**src/rtl/ota_seq_pkg.sv**
```systemverilog
// Shared types and helpers for the OTA/comparator phase sequencer.
// OTA_SEQ_AUTOZERO_EN adds the auto-zero state encodings.
package ota_seq_pkg;

   localparam int unsigned CntW = 4;

   typedef enum logic [2:0] {
      StIdle     = 3'd0,
      StPre      = 3'd1,
      StSettle   = 3'd2,
      StSample   = 3'd3,
      StDecide   = 3'd4
`ifdef OTA_SEQ_AUTOZERO_EN
      ,
      StAzPre    = 3'd5,
      StAzSettle = 3'd6,
      StAzSample = 3'd7
`endif
   } state_e;

   function automatic int unsigned max2(input int unsigned a, input int unsigned b);
      return (a > b) ? a : b;
   endfunction

   // Strict majority of nsamp votes.
   function automatic logic majority(input logic [CntW-1:0] ones, input int unsigned nsamp);
      return 32'(ones) > (nsamp / 2);
   endfunction

endpackage

```
**src/rtl/ota_sync.sv**
```systemverilog
// N-stage reset-to-0 synchroniser for the asynchronous comparator output.
module ota_sync #(
   parameter int unsigned STAGES = 2
) (
   input  logic clk,
   input  logic rst_n,
   input  logic d,
   output logic q
);

   logic [STAGES-1:0] sync_q;

   always_ff @(posedge clk or negedge rst_n) begin
      if (!rst_n) begin
         sync_q <= '0;
      end else begin
         sync_q <= {sync_q[STAGES-2:0], d};
      end
   end

   assign q = sync_q[STAGES-1];

endmodule

```
**src/rtl/ota_cmp_sequencer.sv**
```systemverilog
// Precharge/settle/sample sequencer with majority vote over NSAMP comparator samples.
// Optional auto-zero offset capture when OTA_SEQ_AUTOZERO_EN is defined.
module ota_cmp_sequencer
   import ota_seq_pkg::*;
#(
   parameter int unsigned PRE_CYC     = 2,
   parameter int unsigned SETTLE_CYC  = 4,
   parameter int unsigned NSAMP       = 5,
   parameter int unsigned SYNC_STAGES = 2
) (
   input  logic            clk,
   input  logic            rst_n,
   input  logic            start_i,
   input  logic            cont_i,
   input  logic            abort_i,
   input  logic            ota_out_i,
   output logic            ota_en_o,
   output logic            ota_pre_o,
   output logic            short_o,
   output logic            busy_o,
   output logic            dec_o,
   output logic            dec_valid_o,
   output logic [CntW-1:0] ones_o
);

   localparam int unsigned PhW = $clog2(max2(PRE_CYC, SETTLE_CYC) + 1);
   localparam logic [PhW-1:0]  PreLast    = PhW'(PRE_CYC - 1);
   localparam logic [PhW-1:0]  SettleLast = PhW'(SETTLE_CYC - 1);
   localparam logic [CntW-1:0] SampLast   = CntW'(NSAMP - 1);

   if (SETTLE_CYC <= SYNC_STAGES) begin : g_chk_settle
      $error("SETTLE_CYC must be greater than SYNC_STAGES");
   end
   if ((NSAMP % 2) == 0 || NSAMP < 1 || NSAMP > 15) begin : g_chk_nsamp
      $error("NSAMP must be odd and within 1..15");
   end
   if (PRE_CYC < 1) begin : g_chk_pre
      $error("PRE_CYC must be at least 1");
   end

   logic sync_bit;

   ota_sync #(
      .STAGES (SYNC_STAGES)
   ) u_sync (
      .clk   (clk),
      .rst_n (rst_n),
      .d     (ota_out_i),
      .q     (sync_bit)
   );

   state_e          state_q, state_d;
   logic [PhW-1:0]  phase_q, phase_d;
   logic [CntW-1:0] samp_q, samp_d;
   logic [CntW-1:0] ones_q, ones_d;
   logic [CntW-1:0] ones_out_q, ones_out_d;
   logic            dec_q, dec_d;
   logic            valid_q, valid_d;
`ifdef OTA_SEQ_AUTOZERO_EN
   logic            off_q, off_d;
`endif

   always_comb begin
      state_d    = state_q;
      phase_d    = phase_q;
      samp_d     = samp_q;
      ones_d     = ones_q;
      ones_out_d = ones_out_q;
      dec_d      = dec_q;
      valid_d    = 1'b0;
`ifdef OTA_SEQ_AUTOZERO_EN
      off_d      = off_q;
`endif
      ota_en_o   = 1'b0;
      ota_pre_o  = 1'b0;
      short_o    = 1'b0;

      case (state_q)
         StIdle: begin
            if (start_i && !abort_i) begin
`ifdef OTA_SEQ_AUTOZERO_EN
               state_d = StAzPre;
`else
               state_d = StPre;
`endif
               phase_d = '0;
               samp_d  = '0;
               ones_d  = '0;
            end
         end
         StPre: begin
            ota_pre_o = 1'b1;
            if (phase_q == PreLast) begin
               phase_d = '0;
               state_d = StSettle;
            end else begin
               phase_d = phase_q + PhW'(1);
            end
         end
         StSettle: begin
            ota_en_o = 1'b1;
            if (phase_q == SettleLast) begin
               phase_d = '0;
               state_d = StSample;
            end else begin
               phase_d = phase_q + PhW'(1);
            end
         end
         StSample: begin
            ota_en_o = 1'b1;
            ones_d   = ones_q + CntW'(sync_bit);
            samp_d   = samp_q + CntW'(1);
            state_d  = (samp_q == SampLast) ? StDecide : StPre;
         end
         StDecide: begin
            valid_d    = 1'b1;
`ifdef OTA_SEQ_AUTOZERO_EN
            dec_d      = majority(ones_q, NSAMP) ^ off_q;
`else
            dec_d      = majority(ones_q, NSAMP);
`endif
            ones_out_d = ones_q;
            if (cont_i) begin
               state_d = StPre;
               phase_d = '0;
               samp_d  = '0;
               ones_d  = '0;
            end else begin
               state_d = StIdle;
            end
         end
`ifdef OTA_SEQ_AUTOZERO_EN
         StAzPre: begin
            ota_pre_o = 1'b1;
            short_o   = 1'b1;
            if (phase_q == PreLast) begin
               phase_d = '0;
               state_d = StAzSettle;
            end else begin
               phase_d = phase_q + PhW'(1);
            end
         end
         StAzSettle: begin
            ota_en_o = 1'b1;
            short_o  = 1'b1;
            if (phase_q == SettleLast) begin
               phase_d = '0;
               state_d = StAzSample;
            end else begin
               phase_d = phase_q + PhW'(1);
            end
         end
         StAzSample: begin
            ota_en_o = 1'b1;
            short_o  = 1'b1;
            off_d    = sync_bit;
            state_d  = StPre;
         end
`endif
         default: state_d = StIdle;
      endcase

      // Abort wins over every transition and must not disturb the published result.
      if (abort_i && state_q != StIdle) begin
         state_d    = StIdle;
         phase_d    = '0;
         samp_d     = '0;
         ones_d     = '0;
         valid_d    = 1'b0;
         dec_d      = dec_q;
         ones_out_d = ones_out_q;
      end
   end

   always_ff @(posedge clk or negedge rst_n) begin
      if (!rst_n) begin
         state_q    <= StIdle;
         phase_q    <= '0;
         samp_q     <= '0;
         ones_q     <= '0;
         ones_out_q <= '0;
         dec_q      <= 1'b0;
         valid_q    <= 1'b0;
`ifdef OTA_SEQ_AUTOZERO_EN
         off_q      <= 1'b0;
`endif
      end else begin
         state_q    <= state_d;
         phase_q    <= phase_d;
         samp_q     <= samp_d;
         ones_q     <= ones_d;
         ones_out_q <= ones_out_d;
         dec_q      <= dec_d;
         valid_q    <= valid_d;
`ifdef OTA_SEQ_AUTOZERO_EN
         off_q      <= off_d;
`endif
      end
   end

   assign busy_o      = (state_q != StIdle);
   assign dec_o       = dec_q;
   assign dec_valid_o = valid_q;
   assign ones_o      = ones_out_q;

endmodule

```
**config.mk**
```make
export PLATFORM = sky130hd
export DESIGN_NAME = ota_cmp_sequencer
export DESIGN_NICKNAME = d
export VERILOG_FILES = /design/src/rtl/ota_seq_pkg.sv /design/src/rtl/ota_sync.sv /design/src/rtl/ota_cmp_sequencer.sv
export SDC_FILE = /design/constraint.sdc
export NUM_CORES = 1
export LEC_CHECK = 0
export ABC_AREA = 1
export CORE_ASPECT_RATIO = 0.9
export CORE_MARGIN = 1.5
export CORE_UTILIZATION = 58
export CTS_CLUSTER_DIAMETER = 120
export DETAILED_ROUTE_END_ITERATION = 8
export GPL_TIMING_DRIVEN = 0
export PLACE_DENSITY_LB_ADDON = 0.1
export SETUP_SLACK_MARGIN = 0.3
export SYNTH_ARGS = -nofsm -noshare
export SYNTH_HDL_FRONTEND = slang
export SYNTH_HIERARCHICAL = 1
export SYNTH_SLANG_ARGS = --single-unit
```
**constraint.sdc**
```tcl
create_clock -name clk -period 4.1 [get_ports clk]
set_clock_uncertainty 0.1 [all_clocks]
set_input_delay 0.615 -clock clk [delete_from_list [all_inputs] [get_ports clk]]
set_output_delay 0.615 -clock clk [all_outputs]
set_load 0.1 [all_outputs]
```
==> qor.txt <==
Status = finished, final reports clean
Routed vias/inst = 5.20
Row cnt = 15
IO Count = 16
Die X = 52.2 um
Crit Path Max Fanout = 8
Post-synth top area share = 0.436
Setup WS pre-CTS = 1.45 ns
Crit end category = output pin
Port buffer count = 14
Setup TNS = 0 ns
Cts bufs inserted = 3
Initial antenna violation count = 0
Vias = 1024
Layout cells sized above 1 = 0.157
FILL cells = 159
Core ar. = 0.00199 mm2
Sequential cell area = 551 um2
Worst-skew pair later-pin latency = 0.31 ns
H-tree depth = 1
Final worst path period need = 3.01 ns
Largest net degree at the start of global routing = 23
Final worst-path cycle share = 0.735
Final Hold Vio Count = 0
First-pass GRT wire length = 3890 um
Sequential fraction of the synthesis area = 0.436
Remaining global-route overflow = 0
Yosys top cell by area = dfrtp_1
CTS tree = built
Worst-margin pin slew = 0.966 ns
Yosys warns = 6
Initial Util = 0.635
Total Die Area = 0.00247 mm2
RSZ-0062 raised after global routing = no
Placed wire-length estimate = 1750 um
Arr. time, crit path = 2.30 ns
Final Max Slew Viols = 0
Post-Syn Nets = 168
Vias in the first global route = 948
Final setup fails = 0
Post_cts resized = 0
Crit path launch = state_q[2]$_DFFE_PN0P_
Hold Buf Count CTS = 0
Hold path startpoint = u_sync/sync_q[0]$_DFF_PN0_
Worst slew margin = 0.354
Synth area leaders = dfrtp_1 44%, nand2_1 16%, ha_1 7.9%
Fmax = 0.332 GHz
Post-Syn Area = 0.00126 mm2
Util after Layout = 0.748
Antenna cells = 0
Global-route usage over all layers = 0.222
IR drop worst, VDD = 0.575 mV
Gate Count Post-Synth = 154
Synth-to-layout area growth = 17.7%
Distinct cell type count after synthesis = 24
Critical path class = reg2out
Clk sinks = 22
Final nets = 187
#FFs+latches synth = 22
Post-CTS Setup Repair Bufs = 0
Cell leakage power = 0.800 nW
Worst reg2reg path startpoint = phase_q[0]$_DFFE_PN0P_
Final worst slack = 1.09 ns
WP data required = 3.38 ns
DRC Markers = 0
Final ANT Viol Nets = 0
GP Congestion = 0.799
Root Buffer = clkbuf_4
Number of max-cap violations = 0
Mean Syn Cell Area = 8.21 um2
Pwr/cell area = 561 mW/mm2
Total Wirelength = 2290 um
Buffer depth of the longest clock path = 2
Detailed-route wire length per cell = 11.6 um
Hold Path Class = reg2reg
DR iter-0 viols = 39
TritonRoute pass-1 iters = 4
Area taken by multi-input logic gates = 604 um2
Clk slew on worst S/H paths = 0.12 ns
CP Launch Type = flip-flop
Die Ht = 47.3 um
synth_stat cells:
library cell,n
nor2_1,4
dfrtp_1,22
nand2_2,3
buf_4,2
nand4_2,1
a21oi_1,1
nand3_2,3
xor2_1,1
nand3b_1,2
nor2_4,4
buf_6,1
inv_2,5
nand2_1,55
a2bb2oi_1,1
nand4_1,3
nand3_1,12
o21ai_0,3
or2_2,2
conb_1,1
ha_1,8
nand3_4,1
nor2_2,1
inv_1,17
nor3_1,1
final timing paths:
check | to | slack, ns | depth (start not counted)
max | ota_pre_o | 1.09 | 5
min | u_sync/sync_q[1]$_DFF_PN0_ | 0.29 | 0
min in group asynchronous | ones_o[2]$_DFFE_PN0P_ | 0.72 | 1
max reg2reg | state_q[1]$_DFFE_PN0P_ | 2.61 | 8
max in group asynchronous | ones_q[0]$_DFFE_PN0P_ | 2.59 | 1
min reg2reg | u_sync/sync_q[1]$_DFF_PN0_ | 0.29 | 0
per-layer routing:
metal	vias to the layer above	wire length, um	global-route usage
met3	7	129	0.0478
li1	516	-	-
met5	-	0	0
met1	471	1010	0.264
met2	30	1110	0.390
met4	0	50	0.108
cell usage in the layout, fill, tap and decap left out, types with 2 or more instances in the layout:
cell	instances
clkdlybuf4s50_1	14
nand3b_1	2
nand4_1	3
nand2_2	3
buf_4	2
nand2_1	55
nor2_4	4
nand3_1	12
nand3_2	3
o21ai_0	3
nor2_1	4
clkbuf_4	3
or2_2	2
inv_1	17
inv_2	5
dfrtp_1	22
ha_1	8
area by class of cell:
cell class,instances,share of cell area
multi-input cells,107,0.406
clock inverters,1,0.0202
inverters,22,0.0555
flip-flops and latches,22,0.370
well taps,25,0.0210
clock buffers,3,0.0151
repair buffers,14,0.0942
plain buffers,3,0.0177
stage by stage:
step | area, um2 | cells | hold slack (ns) | total power (W)
after floorplan | 1260 | 154 | 0.219 | 0.000586
after global placement | 1440 | 193 | 0.232 | 0.000661
after detailed placement | 1440 | 193 | 0.249 | 0.000670
after CTS | 1490 | 197 | 0.277 | 0.000836
after global routing | 1490 | 197 | 0.282 | 0.000884
final | 1490 | 197 | 0.285 | 0.000834
sequential cells by signal (all words and copies together), names as in the netlist:
signal and count:
samp_q 4, dec_valid_o 1, phase_q 3, dec_o 1
state_q 3, ones_q 4, ones_o 4, u_sync/sync_q 2
power by group:
| part | total (W) | internal, W | switching, W |
|---|---|---|---|
| Sequential | 0.000274 | 0.000242 | 0.0000321 |
| Combinational | 0.000394 | 0.000114 | 0.000280 |
| Clock | 0.000166 | 0.0000989 | 0.0000672 |
critical path, cell delays in order, from the launching register on:
cell and delay [ns]:
dfrtp_1 0.38, buf_4 0.17, nor2_1 0.15, nand2_1 0.08, inv_1 0.08, clkdlybuf4s50_1 1.12
cell families after synthesis:
family                   count (synthesis)  synth area share
other                                    1           0.00297
AO/OA/AOI/OAI                            5            0.0228
adder cells (fa/ha/maj)                  8            0.0792
buffers and inverters                   25            0.0861
XOR/XNOR                                 1           0.00693
flip-flops                              22             0.436
AND/OR/NAND/NOR                         92             0.366
(Power assumes the default switching activity.)
